File: src/rtl/mu0_loader.sv
// mu0_loader: byte-stream program loader for MU0 memory, holds CPU in reset.
// Optional trailing checksum when MU0_LOADER_CHECKSUM_EN is defined.
module mu0_loader #(
    parameter logic [11:0] START_ADDR = 12'h000
) (
    input  logic        Clk,
    input  logic        Reset,
    input  logic [7:0]  Byte_in,
    input  logic        Byte_valid,
    output logic        Byte_ready,
    output logic        Mem_wr,
    output logic [11:0] Mem_address,
    output logic [15:0] Mem_data,
    output logic        Cpu_reset,
    output logic        Load_done,
    output logic        Load_error
);

    typedef enum logic [3:0] {
        LEN_HI,
        LEN_LO,
        DATA_HI,
        DATA_LO,
        WRITE,
`ifdef MU0_LOADER_CHECKSUM_EN
        CSUM_HI,
        CSUM_LO,
`endif
        RUN,
        ERROR
    } state_t;

    state_t      state_q, state_d;
    logic [15:0] len_q, len_d;
    logic [12:0] cnt_q, cnt_d;
    logic [7:0]  hi_q, hi_d;
    logic [11:0] addr_q, addr_d;
    logic [15:0] data_q, data_d;
    logic        rdy_q, rdy_d;
    logic        wr_q, wr_d;
    logic        crst_q, crst_d;
    logic        done_q, done_d;
    logic        err_q, err_d;
`ifdef MU0_LOADER_CHECKSUM_EN
    logic [15:0] csum_q, csum_d;
`endif

    logic        take;
    logic [15:0] word_w;

    assign take   = Byte_valid && rdy_q;
    assign word_w = {hi_q, Byte_in};

    // Next-state and datapath update; outputs are decoded from the next state
    always_comb begin
        state_d = state_q;
        len_d   = len_q;
        cnt_d   = cnt_q;
        hi_d    = hi_q;
        addr_d  = addr_q;
        data_d  = data_q;
`ifdef MU0_LOADER_CHECKSUM_EN
        csum_d  = csum_q;
`endif
        unique case (state_q)
            LEN_HI: begin
                if (take) begin
                    hi_d    = Byte_in;
                    state_d = LEN_LO;
                end
            end
            LEN_LO: begin
                if (take) begin
                    len_d = word_w;
                    if (word_w != 16'd0 && word_w <= 16'd4096)
                        state_d = DATA_HI;
                    else
                        state_d = ERROR;
                end
            end
            DATA_HI: begin
                if (take) begin
                    hi_d    = Byte_in;
                    state_d = DATA_LO;
                end
            end
            DATA_LO: begin
                if (take) begin
                    data_d  = word_w;
                    addr_d  = START_ADDR + cnt_q[11:0];
`ifdef MU0_LOADER_CHECKSUM_EN
                    csum_d  = csum_q + word_w;
`endif
                    state_d = WRITE;
                end
            end
            WRITE: begin
                cnt_d = cnt_q + 13'd1;
                if ({3'b000, cnt_d} == len_q)
`ifdef MU0_LOADER_CHECKSUM_EN
                    state_d = CSUM_HI;
`else
                    state_d = RUN;
`endif
                else
                    state_d = DATA_HI;
            end
`ifdef MU0_LOADER_CHECKSUM_EN
            CSUM_HI: begin
                if (take) begin
                    hi_d    = Byte_in;
                    state_d = CSUM_LO;
                end
            end
            CSUM_LO: begin
                if (take) begin
                    if (word_w == csum_q)
                        state_d = RUN;
                    else
                        state_d = ERROR;
                end
            end
`endif
            RUN:     state_d = RUN;
            ERROR:   state_d = ERROR;
            default: state_d = ERROR;
        endcase

        rdy_d  = (state_d == LEN_HI) || (state_d == LEN_LO) ||
                 (state_d == DATA_HI) || (state_d == DATA_LO);
`ifdef MU0_LOADER_CHECKSUM_EN
        rdy_d  = rdy_d || (state_d == CSUM_HI) || (state_d == CSUM_LO);
`endif
        wr_d   = (state_d == WRITE);
        crst_d = (state_d != RUN);
        done_d = (state_d == RUN);
        err_d  = (state_d == ERROR);
    end

    // State, datapath and registered Moore outputs with synchronous reset
    always_ff @(posedge Clk) begin
        if (Reset) begin
            state_q <= LEN_HI;
            len_q   <= 16'd0;
            cnt_q   <= 13'd0;
            hi_q    <= 8'd0;
            addr_q  <= START_ADDR;
            data_q  <= 16'd0;
            rdy_q   <= 1'b1;
            wr_q    <= 1'b0;
            crst_q  <= 1'b1;
            done_q  <= 1'b0;
            err_q   <= 1'b0;
`ifdef MU0_LOADER_CHECKSUM_EN
            csum_q  <= 16'd0;
`endif
        end else begin
            state_q <= state_d;
            len_q   <= len_d;
            cnt_q   <= cnt_d;
            hi_q    <= hi_d;
            addr_q  <= addr_d;
            data_q  <= data_d;
            rdy_q   <= rdy_d;
            wr_q    <= wr_d;
            crst_q  <= crst_d;
            done_q  <= done_d;
            err_q   <= err_d;
`ifdef MU0_LOADER_CHECKSUM_EN
            csum_q  <= csum_d;
`endif
        end
    end

    assign Byte_ready  = rdy_q;
    assign Mem_wr      = wr_q;
    assign Mem_address = addr_q;
    assign Mem_data    = data_q;
    assign Cpu_reset   = crst_q;
    assign Load_done   = done_q;
    assign Load_error  = err_q;

endmodule
File: config.mk
export PLATFORM = sky130hd
export DESIGN_NAME = mu0_loader
export DESIGN_NICKNAME = d
export VERILOG_FILES = /design/src/rtl/mu0_loader.sv
export SDC_FILE = /design/constraint.sdc
export NUM_CORES = 1
export LEC_CHECK = 0
export CORE_MARGIN = 2
export CORE_UTILIZATION = 43
export DETAILED_ROUTE_END_ITERATION = 8
export PLACE_DENSITY = 0.63
export RECOVER_POWER = 100
export SLEW_MARGIN = 30
export SYNTH_ARGS = -nofsm -noshare
export SYNTH_HDL_FRONTEND = slang
export SYNTH_SLANG_ARGS = --single-unit
File: constraint.sdc
create_clock -name Clk -period 3 [get_ports Clk]
set_input_delay 0.75 -clock Clk [delete_from_list [all_inputs] [get_ports Clk]]
set_output_delay 0.75 -clock Clk [all_outputs]
set_load 0.05 [all_outputs]
==> results of run 1 <==
## Yosys cell counts (2+ instances only)
master    count  share of area [%]
a211o_1       2               0.55
a21o_1        2               0.47
a21oi_1      51                8.0
a31oi_1       2               0.39
and3_1        4               0.78
and4_1        2               0.55
buf_1         2               0.24
buf_2         8                1.3
clkbuf_1     17                2.0
dfxtp_1      74                 46
inv_1         4               0.47
mux2i_1       9                2.8
nand2_1      99                 12
nand3_1      10                1.6
nand4_1       9                1.8
nor2_1       28                3.3
nor2b_1       2               0.39
nor3_1        4               0.63
nor4_1        6                1.2
nor4b_1       3               0.82
o21ai_0       5               0.78
o31ai_1       2               0.47
or3_1         3               0.59
or4_1         2               0.47
xnor2_1      14                3.8
xor2_1       12                3.3
## through the flow
| stage | power (mW) | instance area, um^2 |
|---|---|---|
| floorplan | 1.10 | 3200 |
| global placement | 1.14 | 3680 |
| detailed placement | 1.14 | 3680 |
| CTS | 1.97 | 3890 |
| global route | 2.02 | 3870 |
| finish | 1.95 | 3870 |
## power by group
part / switching (mW) / internal, mW / total (mW) / leakage, nW
Combinational: 0.0635 / 0.0399 / 0.103 / 0.769
Clock: 0.371 / 0.468 / 0.839 / 0.107
Sequential: 0.0160 / 0.994 / 1.01 / 0.598
Total: 0.450 / 1.50 / 1.95 / 1.47
## state kept, by name, summed over array words and instances (netlist names)
register,flops
Mem_data,16
len_q,16
cnt_q,13
Mem_address,12
hi_q,8
state_q,4
Byte_ready,1
Cpu_reset,1
Load_done,1
Load_error,1
Mem_wr,1
## how the worst max path moves through the flow
stage                             to  slack (ns)  cells after the start
after global routing      Byte_ready        0.29                      7
after floorplan           state_q[2]        0.85                      8
after CTS                  Cpu_reset        0.59                      7
final                     Byte_ready        0.52                      7
after global placement        Mem_wr        0.33                      7
after detailed placement      Mem_wr        0.29                      7
## layer usage
| layer | vias to the layer above | track usage, % | routed length, um |
|---|---|---|---|
| met2 | 64 | 30.7 | 3470 |
| met4 | 0 | 8.85 | 144 |
| met1 | 1298 | 24.9 | 3500 |
| met3 | 11 | 3.10 | 318 |
| li1 | 1407 | - | - |
| met5 | - | 0 | 0 |
## layout make-up
type,count,area (um^2),area share (%)
timing repair buffer,49,464,12.0
sequential,74,1480,38.3
tap,99,124,3.20
clock buffer,11,131,3.40
inverter,4,15.0,0.388
multi-input combinational,290,1570,40.7
clock inverter,5,78.8,2.04
## cell families after synthesis
kind of cell,after synthesis,share of synthesized area (%)
compound gates,72,12.6
simple gates,181,26.6
flops,74,46.4
xor+xnor,26,7.13
buf+inv,31,3.95
other cells,1,0.117
mux,9,2.82
fa+ha+maj,1,0.391
## critical path: stages (launching register included)
cell and delay [ns]:
dfxtp_1 0.43, ha_1 0.26, and3_1 0.33, nand4_1 0.16, a211o_1 0.30, a211o_1 0.33, nor4b_2 0.45, nor2_1 0.09
==> results.cfg, run 1 <==
[sta]
tightest_slew_ns = 0.741
hold_viol = 0
setup_viol = 0
grt_setup_unrepaired = no
fin_crit_sh_pct = 82.5
layout_min_cycle_time_ns = 2.48
finClkSkew_ns = 0.00618
maxSlewViolCount = 0
slew_headroom_pct = 50.4
setup_tns_ns = 0
fin_ws_ns = 0.524
whs_ns = 0.450
fmax_mhz = 404

[floorplan]
die_w_um = 90.2
dieArea_um2 = 8140
fp-row-count = 31
initial_core_util_pct = 44.3
die-height_um = 90.2
core_area_um2 = 7210
pin_count = 44

[worst_setup_path]
startpoint = cnt_q[1]
arrival_ns = 2.70
cp_max_fo = 6
r2r-start = cnt_q[1]
rrSetupSlack_ns = 0.52
startpoint_type = register
cp_data_required_time_ns = 3.22
r2r_cells = 7
end_kind = register
reg2reg_to = Byte_ready
worst-setup-path-type = reg -> reg

[logic_synthesis]
ys_seq_area_share_pct = 46.4
async_flop_share_pct = 0
yosysUniqueCellTypes = 45
yosys_most_used_dff = dfxtp_1
synth.avg_cell_area_um2 = 8.09
ys_seq_elements = 74
yosysWarnings = 0
synth_edf_count = 0
netlist_instances = 395
synthesis.nets = 407
syn-cell-area_um2 = 3200

[routing]
vias = 2780
drtPass1Iterations = 4
wl_per_cell_um = 14.0
ant_nets = 0
vias_per_cell = 5.23
drc = 0
wirelength_um = 7430
drt_iter0_markers = 112

[pwr]
leakage_nw = 1.47
ir_drop_mv = 0.288
power_density_nw_per_um2 = 505

[clock_tree]
numCtsBuffers = 9
tritoncts = done
cts.sinks = 74
cts_resized = 0
post_cts_buffers = 0
clkTransAtPathRegs_ns = 0.08
holdBufCountCts = 0
insertion_delay_ns = 0.35
clockRootBuffer = clkbuf_8
cts_max_level = 3
clk_path_buf_depth = 2

[global_routing]
grt_max_degree = 46
grt_overflow = 0
grtUsageTotal_pct = 19.0
antenna_found_initial = 0
grt_pass1_wl_um = 12500
grt_pass1_vias = 2585

[outcome]
status = finished, final reports clean

[cells_and_area]
final_cell_mix = nand2_1 (99), dfxtp_1 (74), a21oi_1 (51)
final_common_cell = nand2_1
final_layout_size_suffix_gt1_share_pct = 5.77
syn_to_final_growth_pct = 21.1
fin_util_pct = 53.6
fillers = 738
antenna_cells = 0
num-nets-final = 440
layout.cells.non_filler = 532

[hold_path]
hold_path_class = reg -> reg
whs_endpoint = Mem_address[8]
hold_start = Mem_address[8]
holdPathStages = 2

[placement]
dp_hpwl_um = 5230
dp_cells = 516
pre_cts_ws_ns = 0.292
place_congestion = 0.858
port_buffers = 43

[flow_run]
max_cap_violations = 0
No activity file was read; power rests on OpenSTA's default activity.
==> inputs of run 2 (changes only) <==
--- a/config.mk
+++ b/config.mk
@@ -8,7 +8,7 @@
 export CORE_MARGIN = 2
 export CORE_UTILIZATION = 43
 export DETAILED_ROUTE_END_ITERATION = 8
-export PLACE_DENSITY = 0.63
+export PLACE_DENSITY = 0.66
 export RECOVER_POWER = 100
 export SLEW_MARGIN = 30
 export SYNTH_ARGS = -nofsm -noshare
==> constraint.sdc (replaced) <==
create_clock -name Clk -period 2.1 [get_ports Clk]
set_input_delay 0.525 -clock Clk [delete_from_list [all_inputs] [get_ports Clk]]
set_output_delay 0.525 -clock Clk [all_outputs]
set_load 0.05 [all_outputs]
==> results.cfg, run 2 (synthesized netlist as in run 1, its figures left out) <==
[worst_setup_path]
cp_data_required_time_ns = 1.57
cp_max_fo = 2
arrival_ns = 1.52
cp_slowest_stage_delay_ns = 0.81
cp_num_buf_inv = 1
startpoint = Mem_data[9]
crit_path_cell_trace = clkdlybuf4s50_1
r2r-start = cnt_q[2]
startpoint_type = register
critPathSlowestCell = clkdlybuf4s50_1
end_kind = output pin
worst-setup-path-type = reg -> out
cp_top_family = buffers and inverters

[cells_and_area]
fin_util_pct = 59.6
syn_to_final_growth_pct = 34.5
antenna_cells = 0
final_cell_mix = nand2_1 (99), dfxtp_1 (66), a21oi_1 (50)
final_common_cell = nand2_1
num-nets-final = 484
fillers = 682
final_layout_size_suffix_gt1_share_pct = 18.0

[clock_tree]
insertion_delay_ns = 0.35
numCtsBuffers = 9
clk_path_buf_depth = 2
tritoncts = done
cts.sinks = 74
clockRootBuffer = clkbuf_8
clkTransAtPathRegs_ns = 0.08
cts_max_level = 3

[routing]
wl_per_cell_um = 14.2
vias_per_cell = 5.26
drtPass1Iterations = 4
drt_iter0_markers = 142
wirelength_um = 8150
ant_nets = 0
drc = 0
vias = 3031

[placement]
place_congestion = 0.897
dp_hpwl_um = 5760
port_buffers = 43

[floorplan]
dieArea_um2 = 8140
fp-row-count = 31
pin_count = 44
initial_core_util_pct = 44.3
die-height_um = 90.2
die_w_um = 90.2
core_area_um2 = 7210

[sta]
hold_viol = 0
maxSlewViolCount = 0
grt_setup_unrepaired = yes
slew_headroom_pct = 65.4
setup_viol = 0
fin_crit_sh_pct = 97.3
fmax_mhz = 490
layout_min_cycle_time_ns = 2.04
finClkSkew_ns = 0.00573
tightest_slew_ns = 0.518
setup_tns_ns = 0

[global_routing]
grtUsageTotal_pct = 19.8
antenna_found_initial = 0
grt_overflow = 0
grt_pass1_vias = 2760
grt_max_degree = 46
grt_pass1_wl_um = 13000

[pwr]
power_mw = 2.89
ir_drop_mv = 0.351
leakage_nw = 1.60
power_density_nw_per_um2 = 671

[hold_path]
hold_start = Mem_address[8]
hold_path_class = reg -> reg

[outcome]
status = finished, final reports clean

[flow_run]
max_cap_violations = 0
## run 2: changes by cell type in the layout (fill, tap and decap cells not counted), sizes merged, moves of 3 or more
cell / before / now
clkbuf: 13 / 10
buf: 5 / 50
clkdlybuf4s50: 7 / 41
dlygate4sd3: 35 / 0
## run 2: metrics by stage
stage          hold slack [ns]  setup slack (ns)  std cells  cell area, um^2
2_1_floorplan            0.436            0.0163        395             3200
3_3_place_gp             0.442            -0.183        556             3980
3_5_place_dp             0.447            -0.228        556             3980
4_1_cts                  0.458           0.00888        572             4210
5_1_grt                  0.472           -0.0168        576             4300
6_report                 0.455            0.0573        576             4300
## run 2: report_power, final
group	switching [mW]	internal (mW)
Clock	0.574	0.679
Combinational	0.108	0.0906
Sequential	0.0176	1.42
## run 2: repair_timing
| item | in CTS | in global routing |
|---|---|---|
| gates resized for setup | 0 | 21 |
| endpoints found under the setup margin | 0 | 7 |
| setup buffers | 0 | 4 |
| hold buffers | 0 | 0 |
## run 2: per-layer routing
layer | GRT usage, % | routed length, um | up-vias
met3 | 3.60 | 468 | 18
met1 | 26.0 | 3630 | 1403
met4 | 8.33 | 178 | 0
met5 | 0 | 0 | -
li1 | - | - | 1492
met2 | 32.1 | 3880 | 118
## run 2: layout make-up
class,count,area [um^2],area share (%)
Sequential cell,74,1500,34.8
Multi-Input combinational cell,290,1630,38.0
Inverter,4,15.0,0.349
Tap cell,99,124,2.88
Timing Repair Buffer,93,807,18.8
Clock buffer,9,124,2.88
Clock inverter,7,101,2.36
## run 2: path summary, 6_finish.rpt
kind	to	slack [ns]	cells after the start
setup / recovery	Mem_data[9]	0.06	1
hold reg to reg	Mem_address[8]	0.46	2
setup reg to reg	state_q[2]	0.07	6
hold / removal	Mem_address[8]	0.46	2
==> inputs of run 3 (changes only) <==
--- a/config.mk
+++ b/config.mk
@@ -5,10 +5,12 @@
 export SDC_FILE = /design/constraint.sdc
 export NUM_CORES = 1
 export LEC_CHECK = 0
+export ABC_AREA = 1
 export CORE_MARGIN = 2
-export CORE_UTILIZATION = 43
+export CORE_UTILIZATION = 46
 export DETAILED_ROUTE_END_ITERATION = 8
-export PLACE_DENSITY = 0.66
+export GPL_TIMING_DRIVEN = 0
+export PLACE_DENSITY = 0.7
 export RECOVER_POWER = 100
 export SLEW_MARGIN = 30
 export SYNTH_ARGS = -nofsm -noshare
==> results.cfg, run 3 <==
[logic_synthesis]
synth.avg_cell_area_um2 = 7.35
synthTopCellsByCount = dfxtp_1 (74), nand2_1 (63), o21ai_0 (62), a21oi_1 (56), inv_1 (51)
syn-cell-area_um2 = 3180
yosysWarnings = 0
yosysTopAreaCell = dfxtp_1
synthesis.nets = 445
ys_seq_elements = 74
synth.top_cells.by_area = dfxtp_1 (47%), o21ai_0 (9.7%), a21oi_1 (8.8%)
async_flop_share_pct = 0
netlist_instances = 433
ys_seq_area_share_pct = 46.5
synth_edf_count = 0
yosysMostFrequentCell = dfxtp_1
post-synth-top-area-fraction_pct = 46.5
yosys_most_used_dff = dfxtp_1
yosysUniqueCellTypes = 28

[sta]
maxSlewViolCount = 0
fin_crit_sh_pct = 96.9
finClkSkew_ns = 0.0135
fmax_mhz = 492
hold_viol = 0
layout_min_cycle_time_ns = 2.03
fin_ws_ns = 0.0661
slew_headroom_pct = 56.1
setup_viol = 0
tightest_slew_ns = 0.659

[cells_and_area]
layout.area.seq_um2 = 1490
layout.cells.non_filler = 573
antenna_cells = 0
final_cell_mix = dfxtp_1 (72), nand2_1 (62), o21ai_0 (62)
multi_input_area_um2 = 1450
syn_to_final_growth_pct = 23.7
final_common_cell = dfxtp_1
fillers = 649
num-nets-final = 500
final_layout_size_suffix_gt1_share_pct = 10.1

[placement]
place_congestion = 0.878
dp_cells = 556
port_buffers = 43
pre_cts_ws_ns = -0.128
dp_hpwl_um = 5910

[worst_setup_path]
end_kind = output pin
cp_slowest_stage_delay_ns = 0.81
startpoint_type = register
arrival_ns = 1.51
critPathSlowestCell = clkdlybuf4s50_1
cp_num_buf_inv = 1
worst-setup-path-type = reg -> out
cp_top_family = buffers and inverters
rrSetupSlack_ns = 0.13
crit_path_cell_trace = clkdlybuf4s50_1
cp_data_required_time_ns = 1.57
cp_max_fo = 2

[routing]
drtPass1Iterations = 6
drc = 0
wirelength_um = 8280
vias_per_cell = 5.27
vias = 3018
drt_iter0_markers = 199
ant_nets = 0
wl_per_cell_um = 14.5

[flow_run]
max_cap_violations = 0

[clock_tree]
clkTransAtPathRegs_ns = 0.08
tritoncts = done
holdBufCountCts = 0
numCtsBuffers = 9
cts_max_level = 3
insertion_delay_ns = 0.36
clockRootBuffer = clkbuf_8
cts.sinks = 74
clk_path_buf_depth = 2

[global_routing]
grt_pass1_vias = 2700
grt_overflow = 0
grt_max_degree = 14
antenna_found_initial = 0
grtUsageTotal_pct = 22.8
grt_pass1_wl_um = 13100

[pwr]
ir_drop_mv = 0.380
power_density_nw_per_um2 = 726
leakage_nw = 1.59

[outcome]
status = finished, final reports clean

[floorplan]
fp-row-count = 30
pin_count = 44
die-height_um = 87.2
dieArea_um2 = 7600
core_area_um2 = 6760
die_w_um = 87.2
initial_core_util_pct = 47.1

[hold_path]
hold_path_class = reg -> reg
run 3: cell types whose count changed in the layout (fill, tap and decap cells not counted), moves of 8 or more:
| cell | change |
|---|---|
| nand2_1 | -37 |
| nand3_1 | +17 |
| mux2i_1 | -9 |
| xnor2_1 | -13 |
| nand2_2 | +9 |
| xor2_1 | -9 |
| nor2_1 | +10 |
| clkbuf_1 | +11 |
| nand4_1 | -8 |
| inv_1 | +47 |
| o21ai_0 | +57 |
| buf_4 | -46 |
run 3: where the power goes:
group	leakage [nW]	internal (mW)	switching (mW)
Sequential	0.601	1.44	0.0329
Combinational	0.899	0.0944	0.181
Clock	0.0925	0.551	0.558
Total	1.59	2.09	0.772
run 3: logic make-up after synthesis:
logic type | Yosys count | share of synthesized area [%]
buf+inv | 71 | 8.53
fa+ha+maj | 1 | 0.393
xor+xnor | 5 | 1.81
flops | 74 | 46.5
compound gates | 127 | 20.6
other cells | 1 | 0.118
simple gates | 154 | 22.0
run 3: metal layers:
metal  up-vias  wire length (um)  track usage [%]
met1      1393              3880             30.2
met4         0               127             7.83
met3        11               436             5.31
met5         -                 0                0
li1       1530                 -                -
met2        84              3830             36.8
run 3: worst paths after layout:
kind / end / depth (start not counted) / from
max reg2reg: Byte_ready / 16 / cnt_q[1]
max: Mem_data[13] / 1 / Mem_data[13]
min: len_q[13] / 2 / len_q[13]
min reg2reg: len_q[13] / 2 / len_q[13]
run 3: what timing repair did:
item | CTS | global route
endpoints found under the setup margin | 0 | 20
gates resized for setup | 0 | 11
setup buffers | 0 | 1
endpoints found under the hold margin | 0 | 0
run 3: per-stage QoR:
step	setup TNS [ns]	area [um^2]	utilization [%]	total power, mW	hold slack (ns)
2_1_floorplan	0	3180	-	1.68	0.429
3_5_place_dp	-1.13	3710	55.0	1.78	0.447
6_report	0	3940	58.3	2.86	0.457
4_1_cts	0	3910	57.9	2.87	0.459
5_1_grt	-0.00204	3940	58.3	2.97	0.477
3_3_place_gp	-0.979	3710	55.0	1.77	0.441
run 3: layout make-up:
| type | instances | area share (%) |
|---|---|---|
| sequential | 74 | 37.7 |
| buffer | 17 | 1.81 |
| timing repair buffer | 44 | 11.1 |
| clock buffer | 10 | 3.24 |
| clock inverter | 6 | 1.71 |
| inverter | 54 | 5.14 |
| tap | 80 | 2.54 |
| multi-input combinational | 288 | 36.7 |
